File: src/rtl/ex_stage_front.sv
// Execute-stage front end: ID/EX pipeline register, ALU control decode,
// EX/MEM and MEM/WB operand forwarding, and load-use hazard detection.
module ex_stage_front #(
  parameter int XLEN = 64,
  parameter int RW   = 5
) (
  input  logic            clk,
  input  logic            reset,
  input  logic            id_valid,
  input  logic [XLEN-1:0] id_rs1_data,
  input  logic [XLEN-1:0] id_rs2_data,
  input  logic [XLEN-1:0] id_imm,
  input  logic [RW-1:0]   id_rs1,
  input  logic [RW-1:0]   id_rs2,
  input  logic [RW-1:0]   id_rd,
  input  logic [1:0]      id_aluop,
  input  logic [2:0]      id_funct3,
  input  logic            id_funct7b5,
  input  logic            id_alusrc,
  input  logic            id_regwrite,
  input  logic            id_memread,
  input  logic            id_memwrite,
  input  logic            id_branch,
  input  logic            id_memtoreg,
  input  logic            stall,
  input  logic            flush,
  input  logic            exmem_regwrite,
  input  logic [RW-1:0]   exmem_rd,
  input  logic [XLEN-1:0] exmem_result,
  input  logic            memwb_regwrite,
  input  logic [RW-1:0]   memwb_rd,
  input  logic [XLEN-1:0] memwb_data,
  output logic [3:0]      alu_ctl,
  output logic [XLEN-1:0] alu_op1,
  output logic [XLEN-1:0] alu_op2,
  output logic [XLEN-1:0] ex_store_data,
  output logic [RW-1:0]   ex_rd,
  output logic            ex_regwrite,
  output logic            ex_memread,
  output logic            ex_memwrite,
  output logic            ex_branch,
  output logic            ex_memtoreg,
  output logic            ex_valid,
  output logic            ex_illegal,
  output logic            load_use_stall
);

  logic [XLEN-1:0] q_rs1_data, q_rs2_data, q_imm;
  logic [RW-1:0]   q_rs1, q_rs2;
  logic [1:0]      q_aluop;
  logic [2:0]      q_funct3;
  logic            q_funct7b5, q_alusrc;
  logic            illegal;
  logic [XLEN-1:0] fwd_rs1, fwd_rs2;

  // Pipeline control: stall freezes ID/EX; flush or a load-use hazard
  // replaces the incoming instruction with an all-zero bubble.
  always_ff @(posedge clk) begin
    if (reset || flush || (!stall && load_use_stall)) begin
      ex_valid    <= 1'b0;
      q_rs1_data  <= '0;
      q_rs2_data  <= '0;
      q_imm       <= '0;
      q_rs1       <= '0;
      q_rs2       <= '0;
      ex_rd       <= '0;
      q_aluop     <= 2'b00;
      q_funct3    <= 3'b000;
      q_funct7b5  <= 1'b0;
      q_alusrc    <= 1'b0;
      ex_regwrite <= 1'b0;
      ex_memread  <= 1'b0;
      ex_memwrite <= 1'b0;
      ex_branch   <= 1'b0;
      ex_memtoreg <= 1'b0;
    end else if (!stall) begin
      ex_valid    <= id_valid;
      q_rs1_data  <= id_rs1_data;
      q_rs2_data  <= id_rs2_data;
      q_imm       <= id_imm;
      q_rs1       <= id_rs1;
      q_rs2       <= id_rs2;
      ex_rd       <= id_rd;
      q_aluop     <= id_aluop;
      q_funct3    <= id_funct3;
      q_funct7b5  <= id_funct7b5;
      q_alusrc    <= id_alusrc;
      ex_regwrite <= id_regwrite;
      ex_memread  <= id_memread;
      ex_memwrite <= id_memwrite;
      ex_branch   <= id_branch;
      ex_memtoreg <= id_memtoreg;
    end
  end

  always_comb begin
    load_use_stall = 1'b0;
    if (!stall && ex_valid && ex_memread && (ex_rd != '0) && id_valid &&
        ((ex_rd == id_rs1) || ((ex_rd == id_rs2) && !id_alusrc)))
      load_use_stall = 1'b1;
  end

  always_comb begin
    alu_ctl = 4'b1111;
    illegal = 1'b0;
    case (q_aluop)
      2'b00: alu_ctl = 4'b0010;
      2'b01: alu_ctl = 4'b0110;
      2'b10: begin
        case (q_funct3)
          // funct7b5 only selects sub for register-register forms
          3'b000:  alu_ctl = (q_funct7b5 && !q_alusrc) ? 4'b0110 : 4'b0010;
          3'b111:  alu_ctl = 4'b0000;
          3'b110:  alu_ctl = 4'b0001;
          default: illegal = 1'b1;
        endcase
      end
      default: illegal = 1'b1;
    endcase
  end

  assign ex_illegal = ex_valid & illegal;

  function automatic logic [XLEN-1:0] fwd(
    input logic [RW-1:0]   idx,
    input logic [XLEN-1:0] regval,
    input logic            em_we,
    input logic [RW-1:0]   em_rd,
    input logic [XLEN-1:0] em_val,
    input logic            mw_we,
    input logic [RW-1:0]   mw_rd,
    input logic [XLEN-1:0] mw_val
  );
    if (em_we && (em_rd != '0) && (em_rd == idx))      return em_val;
    else if (mw_we && (mw_rd != '0) && (mw_rd == idx)) return mw_val;
    else                                               return regval;
  endfunction

  always_comb begin
    fwd_rs1 = fwd(q_rs1, q_rs1_data, exmem_regwrite, exmem_rd, exmem_result,
                  memwb_regwrite, memwb_rd, memwb_data);
    fwd_rs2 = fwd(q_rs2, q_rs2_data, exmem_regwrite, exmem_rd, exmem_result,
                  memwb_regwrite, memwb_rd, memwb_data);
  end

  assign alu_op1       = fwd_rs1;
  assign alu_op2       = q_alusrc ? q_imm : fwd_rs2;
  assign ex_store_data = fwd_rs2;

endmodule

File: config.mk
export PLATFORM = sky130hd
export DESIGN_NAME = ex_stage_front
export DESIGN_NICKNAME = d
export VERILOG_FILES = /design/src/rtl/ex_stage_front.sv
export SDC_FILE = /design/constraint.sdc
export NUM_CORES = 1
export LEC_CHECK = 0
export BUFFER_PORTS_ARGS = -buffer_cell sky130_fd_sc_hd__buf_2
export CORE_AREA = 2 2 222 224
export CTS_BUF_LIST = sky130_fd_sc_hd__clkbuf_4
export DETAILED_ROUTE_END_ITERATION = 8
export DIE_AREA = 0 0 224 226
export GPL_TIMING_DRIVEN = 0
export PLACE_DENSITY = 0.64
export SETUP_SLACK_MARGIN = 0.05
export SLEW_MARGIN = 40
export SYNTH_ARGS = -nofsm -noshare
export SYNTH_HDL_FRONTEND = slang
export SYNTH_SLANG_ARGS = --single-unit
File: constraint.sdc
create_clock -name clk -period 3.4 [get_ports clk]
set_clock_uncertainty 0.05 [all_clocks]
set_input_delay 0.51 -clock clk [delete_from_list [all_inputs] [get_ports clk]]
set_output_delay 0.51 -clock clk [all_outputs]
set_load 0.1 [all_outputs]
* Word-level counts from Yosys, hierarchy flattened
Cells that the tools add are included.
** Word-level totals
- Memories :: 0
- Input port bits :: 364
- RAM bits :: 0
- Register bits after elaboration :: 220
- Word-level logic and storage cells :: 65
- Output and inout bits :: 209
- Bits in latches :: 0
- Memory bits (read-only) :: 0
** Cells by class
- Mux-type cells :: 11
- $mul :: 0
- Equal/unequal tests :: 10
- Bitwise gates (word level) :: 1
- Reduce and logical (&&, ||, !) cells :: 27
- Shift-type cells :: 0
- Order comparisons :: 0
- Div/mod/pow operators :: 0
- Add/subtract/negate cells :: 0
** Operators with widths (count)
- two-way mux 64 bit :: 5
- equality test 5 bit :: 6
- one-hot mux 4 bit (3 select lines) :: 2
- nonzero test 5 bit :: 3
- logical AND 1 bit :: 14
- equality test 3 bit (second input constant) :: 2
- zero test 1 bit :: 3
- zero test 3 bit :: 1
- logical OR 1 bit :: 3
- two-way mux 3 bit :: 1
- OR reduction 3 bit :: 1
- equality test 2 x 1 -> 1 bit (second input constant) :: 1
- equality test 2 bit (second input constant) :: 1
- zero test 2 bit :: 1
- two-way mux 1 bit :: 2
- one-hot mux 1 bit (2 select lines) :: 1
- OR reduction 2 bit :: 1
- bitwise AND 1 bit :: 1

* Longest topological paths before layout
- Word-level depth :: 9
- Mapped depth :: 7
- Mapped depth without buffers :: 4

* Least setup slack after synthesis
Ideal clock, no wire load.
- Path type :: input-to-output
- Start point :: in memwb_rd[1]
- End point :: out ex_store_data[13]
- Required time :: 2.840 ns
- Stages on the path :: 6
- Arrival :: 3.407 ns
- Path slack :: -0.567 ns
- Buffers on the path :: 2
- Cells stage by stage :: or4_1 buf_2 o21ai_4 buf_4 o31ai_1 a31oi_1
** Between the ends
- Word-level cells in the longest chain between the ends :: 5
- Elaborated cells on any way between the ends :: 6
- Classes of those cells :: eq/ne: 1; mux: 2; reduce/logical: 3
** Ends and longest elaborated chain
- start: declaration :: line 31 : input logic [RW-1:0] memwb_rd,
- nonzero test 5 bit :: line 135 : else if (mw_we && (mw_rd != '0) && (mw_rd == idx)) return mw_val;
- logical AND 1 bit :: line 135
- logical AND 1 bit (*) :: line 135
- two-way mux 64 bit (*) :: line 135
- two-way mux 64 bit (*) :: line 134 : if (em_we && (em_rd != '0) && (em_rd == idx)) return em_val;
- end: declaration :: line 36 : output logic [XLEN-1:0] ex_store_data,
Every way passes the cells marked *; elsewhere a longest branch is shown, timed or not.

* Worst setup path after layout
- Start point :: reg q_rs2[1]
- End point :: out ex_store_data[57]
** Between the ends
- Word-level cells in the longest chain between the ends :: 4
- Elaborated cells on any way between the ends :: 6
- Classes of those cells :: eq/ne: 2; mux: 2; reduce/logical: 2
** Ends and longest elaborated chain
- start: declaration :: line 49 : logic [RW-1:0] q_rs1, q_rs2;
- start signal: assignment :: line 82 : q_rs2 <= id_rs2;
- equality test 5 bit :: line 135
- logical AND 1 bit :: line 135
- two-way mux 64 bit :: line 135
- two-way mux 64 bit (*) :: line 134
Marks and branches as above.

==> results.ini <==
[status]
outcome = completed

[sta]
relSlewSlack = 0.436
hold_viol = 0
period_share = 0.998
rsz0062_at_grt = yes
finalCriticalPeriod_ps = 3390
setup_viol = 0
whs_ps = 66.6
worst_slew_pin_slew_ps = 846
max_freq_ghz = 0.295
drv_slew = 0

[floorplan]
die_w_um = 224
io_pins = 573
dieArea_um2 = 50600
start_util = 0.307
die_h_um = 226
core_um2 = 48300
fp-row-count = 81

[worst_hold_path]
hold_depth = 3
hp-class = input pin to register

[drt]
drt_iter0_drc = 1740
detail-route-antenna-nets = 0
firstDrtPassIters = 5
via_per_inst = 6.14
vias = 20400
drc_errors = 0
wl_per_cell_um = 28.0
drt-total-wl_um = 92800

[synthesis]
synth_fa_ha_area_frac = 0
synth-simple-area-share = 0.167
synth.net_count = 2129
synthArstFlopShare = 0
synth-xor-area-share = 0.0177
synth_top_family_by_area = compound AO/OA/AOI/OAI gates
synth-seq-cells = 220
syn_area_per_cell_um2 = 8.41
yosysSeqAreaShare = 0.297
netlist_area_um2 = 14800
ys_types = 41
ys.flop_type = dfxtp_1
synth_mux_area_frac = 0.148
synth-compound-area-share = 0.294
postSynthCellCount = 1765
ys.warnings.count = 0
synth_edf_count = 0

[global_route]
grt_use_met1 = 0.433
grt_pass1_wl_um = 131000
overflow = 0
met2_usage = 0.565
busiest_layer = met2
grtUsageMet3 = 0.0639
grt_pass1_vias = 20400
grt_max_degree = 20
track_usage = 0.346
antenna_found_initial = 11

[place]
routabilityCongestion = 0.981
portBuffers = 570
hpwlAfterDp_um = 66500

[worst_setup_path]
cp_cell_sequence = xnor2_2 > nand3_4 > buf_12 > buf_2 > o31ai_4 > a31oi_2 > buf_6
crit_end = ex_store_data[57]
end_kind = output pin
cp.depth = 7
timing.rr.start = ex_rd[4]
critPathLaunch = q_rs2[1]
worst-r2r-cell-count = 7
reg2reg_slack_ps = 620
cp.arrival_ps = 2830
slowest_delay_ps = 460
path_max_fanout = 10
cp_slowest_cell = buf_2
criticalPathCategory = register to output pin
crit_path_start_kind = register
critical_path_buf_inv_count = 3
rr_endpoint = q_rs1_data[48]
cp_data_required_time_ps = 2840
path_delay_family = buffers and inverters

[clocking]
cts_buffer_depth = 3
cts_max_level = 3
cts_tree = built
root_buffer = clkbuf_4
clk_pin_slew_ps = 70
cts.sinks = 220
clk_latency_ps = 800
cts_made_buffers = 66

[job]
max-cap-violations = 0

[finish]
final_util = 0.577
nets = 3000
syn_to_final_growth_pct = 87.8
drive_gt1_frac = 0.504

[pwr]
power.density_nw_per_um2 = 328
power_leakage_nw = 10.9
ir_drop_v = 0.000223

## per-stage QoR
stage	power [mW]	setup TNS (ps)	std cells	setup WS, ps	instance area, um2
floorplan	4.75	-840	1765	-420	16000
global route	9.42	-582	3311	-60.1	27900
finish	9.15	0	3315	6.74	27900
global placement	5.60	-108120	2957	-855	19600
CTS	8.86	-44.2	3300	-16.4	26000
detailed placement	5.62	-37850	2958	-405	19700
## state kept, by name (all words and copies together), names as in the netlist, 2 cells and up
register    cells
q_rs1           5
ex_rd           5
q_funct3        3
q_rs1_data     64
q_aluop         2
q_rs2           5
q_imm          64
q_rs2_data     64
## repair_timing
item	4_1_cts	5_1_grt
pin swaps	32	56
hold buffers	218	0
resized for setup	744	392
endpoints found under the setup margin	194	189
setup buffers	15	2
hold endpoints to repair	218	0
## layout make-up
class                      count  area, um2
clock buffer                  95        713
tap                          622        778
antenna                       13       32.5
multi-input combinational   1280      13400
fill                        4076      20500
clock inverter                17       66.3
timing repair buffer         806       6830
buffer                       260       1640
sequential                   220       4420
inverter                       2       7.51
## where the power goes
part           total, mW  internal (mW)  switching [mW]
Clock               2.60           1.28            1.33
Combinational       3.81           1.25            2.56
Sequential          2.74           2.66          0.0725
Total               9.15           5.19            3.96
## synth_stat cells, types with 27 or more instances
master | instances | share of area
a211oi_1 | 220 | 0.11
dfxtp_1 | 220 | 0.30
mux2i_1 | 219 | 0.15
a31oi_1 | 188 | 0.079
clkbuf_1 | 163 | 0.041
nor4_1 | 128 | 0.054
buf_2 | 72 | 0.024
nand3_1 | 69 | 0.023
nand4_1 | 66 | 0.028
or2_2 | 66 | 0.028
o21ai_0 | 65 | 0.022
nand2b_1 | 64 | 0.027
o31ai_1 | 64 | 0.032
o41ai_1 | 64 | 0.038
xnor2_1 | 27 | 0.016
## logic make-up (layout without fill, tap and decap cells)
family	count (synthesis)	after routing
AND/OR/NAND/NOR	413	413
XOR/XNOR	30	30
buffers and inverters	265	1180
AO/OA/AOI/OAI	618	618
flip-flops	220	220
other	0	13
multiplexers	219	219
## worst min path at each step
stage / slack (ps) / startpoint / endpoint
after floorplan: 450 / q_imm[0] / q_imm[0]
final: 70 / id_memwrite / ex_memwrite
after global placement: 470 / q_imm[19] / q_imm[19]
after CTS: 20 / id_memwrite / ex_memwrite
after detailed placement: 470 / q_rs1_data[7] / q_rs1_data[7]
after global routing: 60 / id_memwrite / ex_memwrite
## routing by layer
metal  wire [um]  up-vias  part of all wire
li1            -     8922                 -
met1       37600     9961              0.41
met2       43500     1187              0.47
met3        6880      296             0.074
met4        4800        2             0.052
met5          13        -           0.00014
## cells in the final DEF (no fill, tap or decap), drive strengths merged, types with 2 or more instances in the layout
cell type    netlist  final
clkinv             0     15
or3                2      2
and2               2      2
a21oi              3      3
diode              0     13
or4                2      2
mux2i            219    219
inv                2      4
a211oi           220    220
nor3               2      2
clkbuf           169    243
dlygate4sd3        0    218
nand4             66     66
dfxtp            220    220
o31ai             64     64
nand3             69     69
and3               2      2
nor4             128    128
o41ai             64     64
nand2              4      4
a31oi            192    192
xor2               3      3
xnor2             27     27
o21a               3      3
nor2               3      3
buf               94    700
o21ai             67     67
or2               66     66
nand2b            64     64
## worst min-delay path: cells and delay by family
kind                   cells  cell delay, ps
AO/OA/AOI/OAI              1              80
buffers and inverters      1             100
multiplexers               1             150
(Power assumes the default switching activity.)
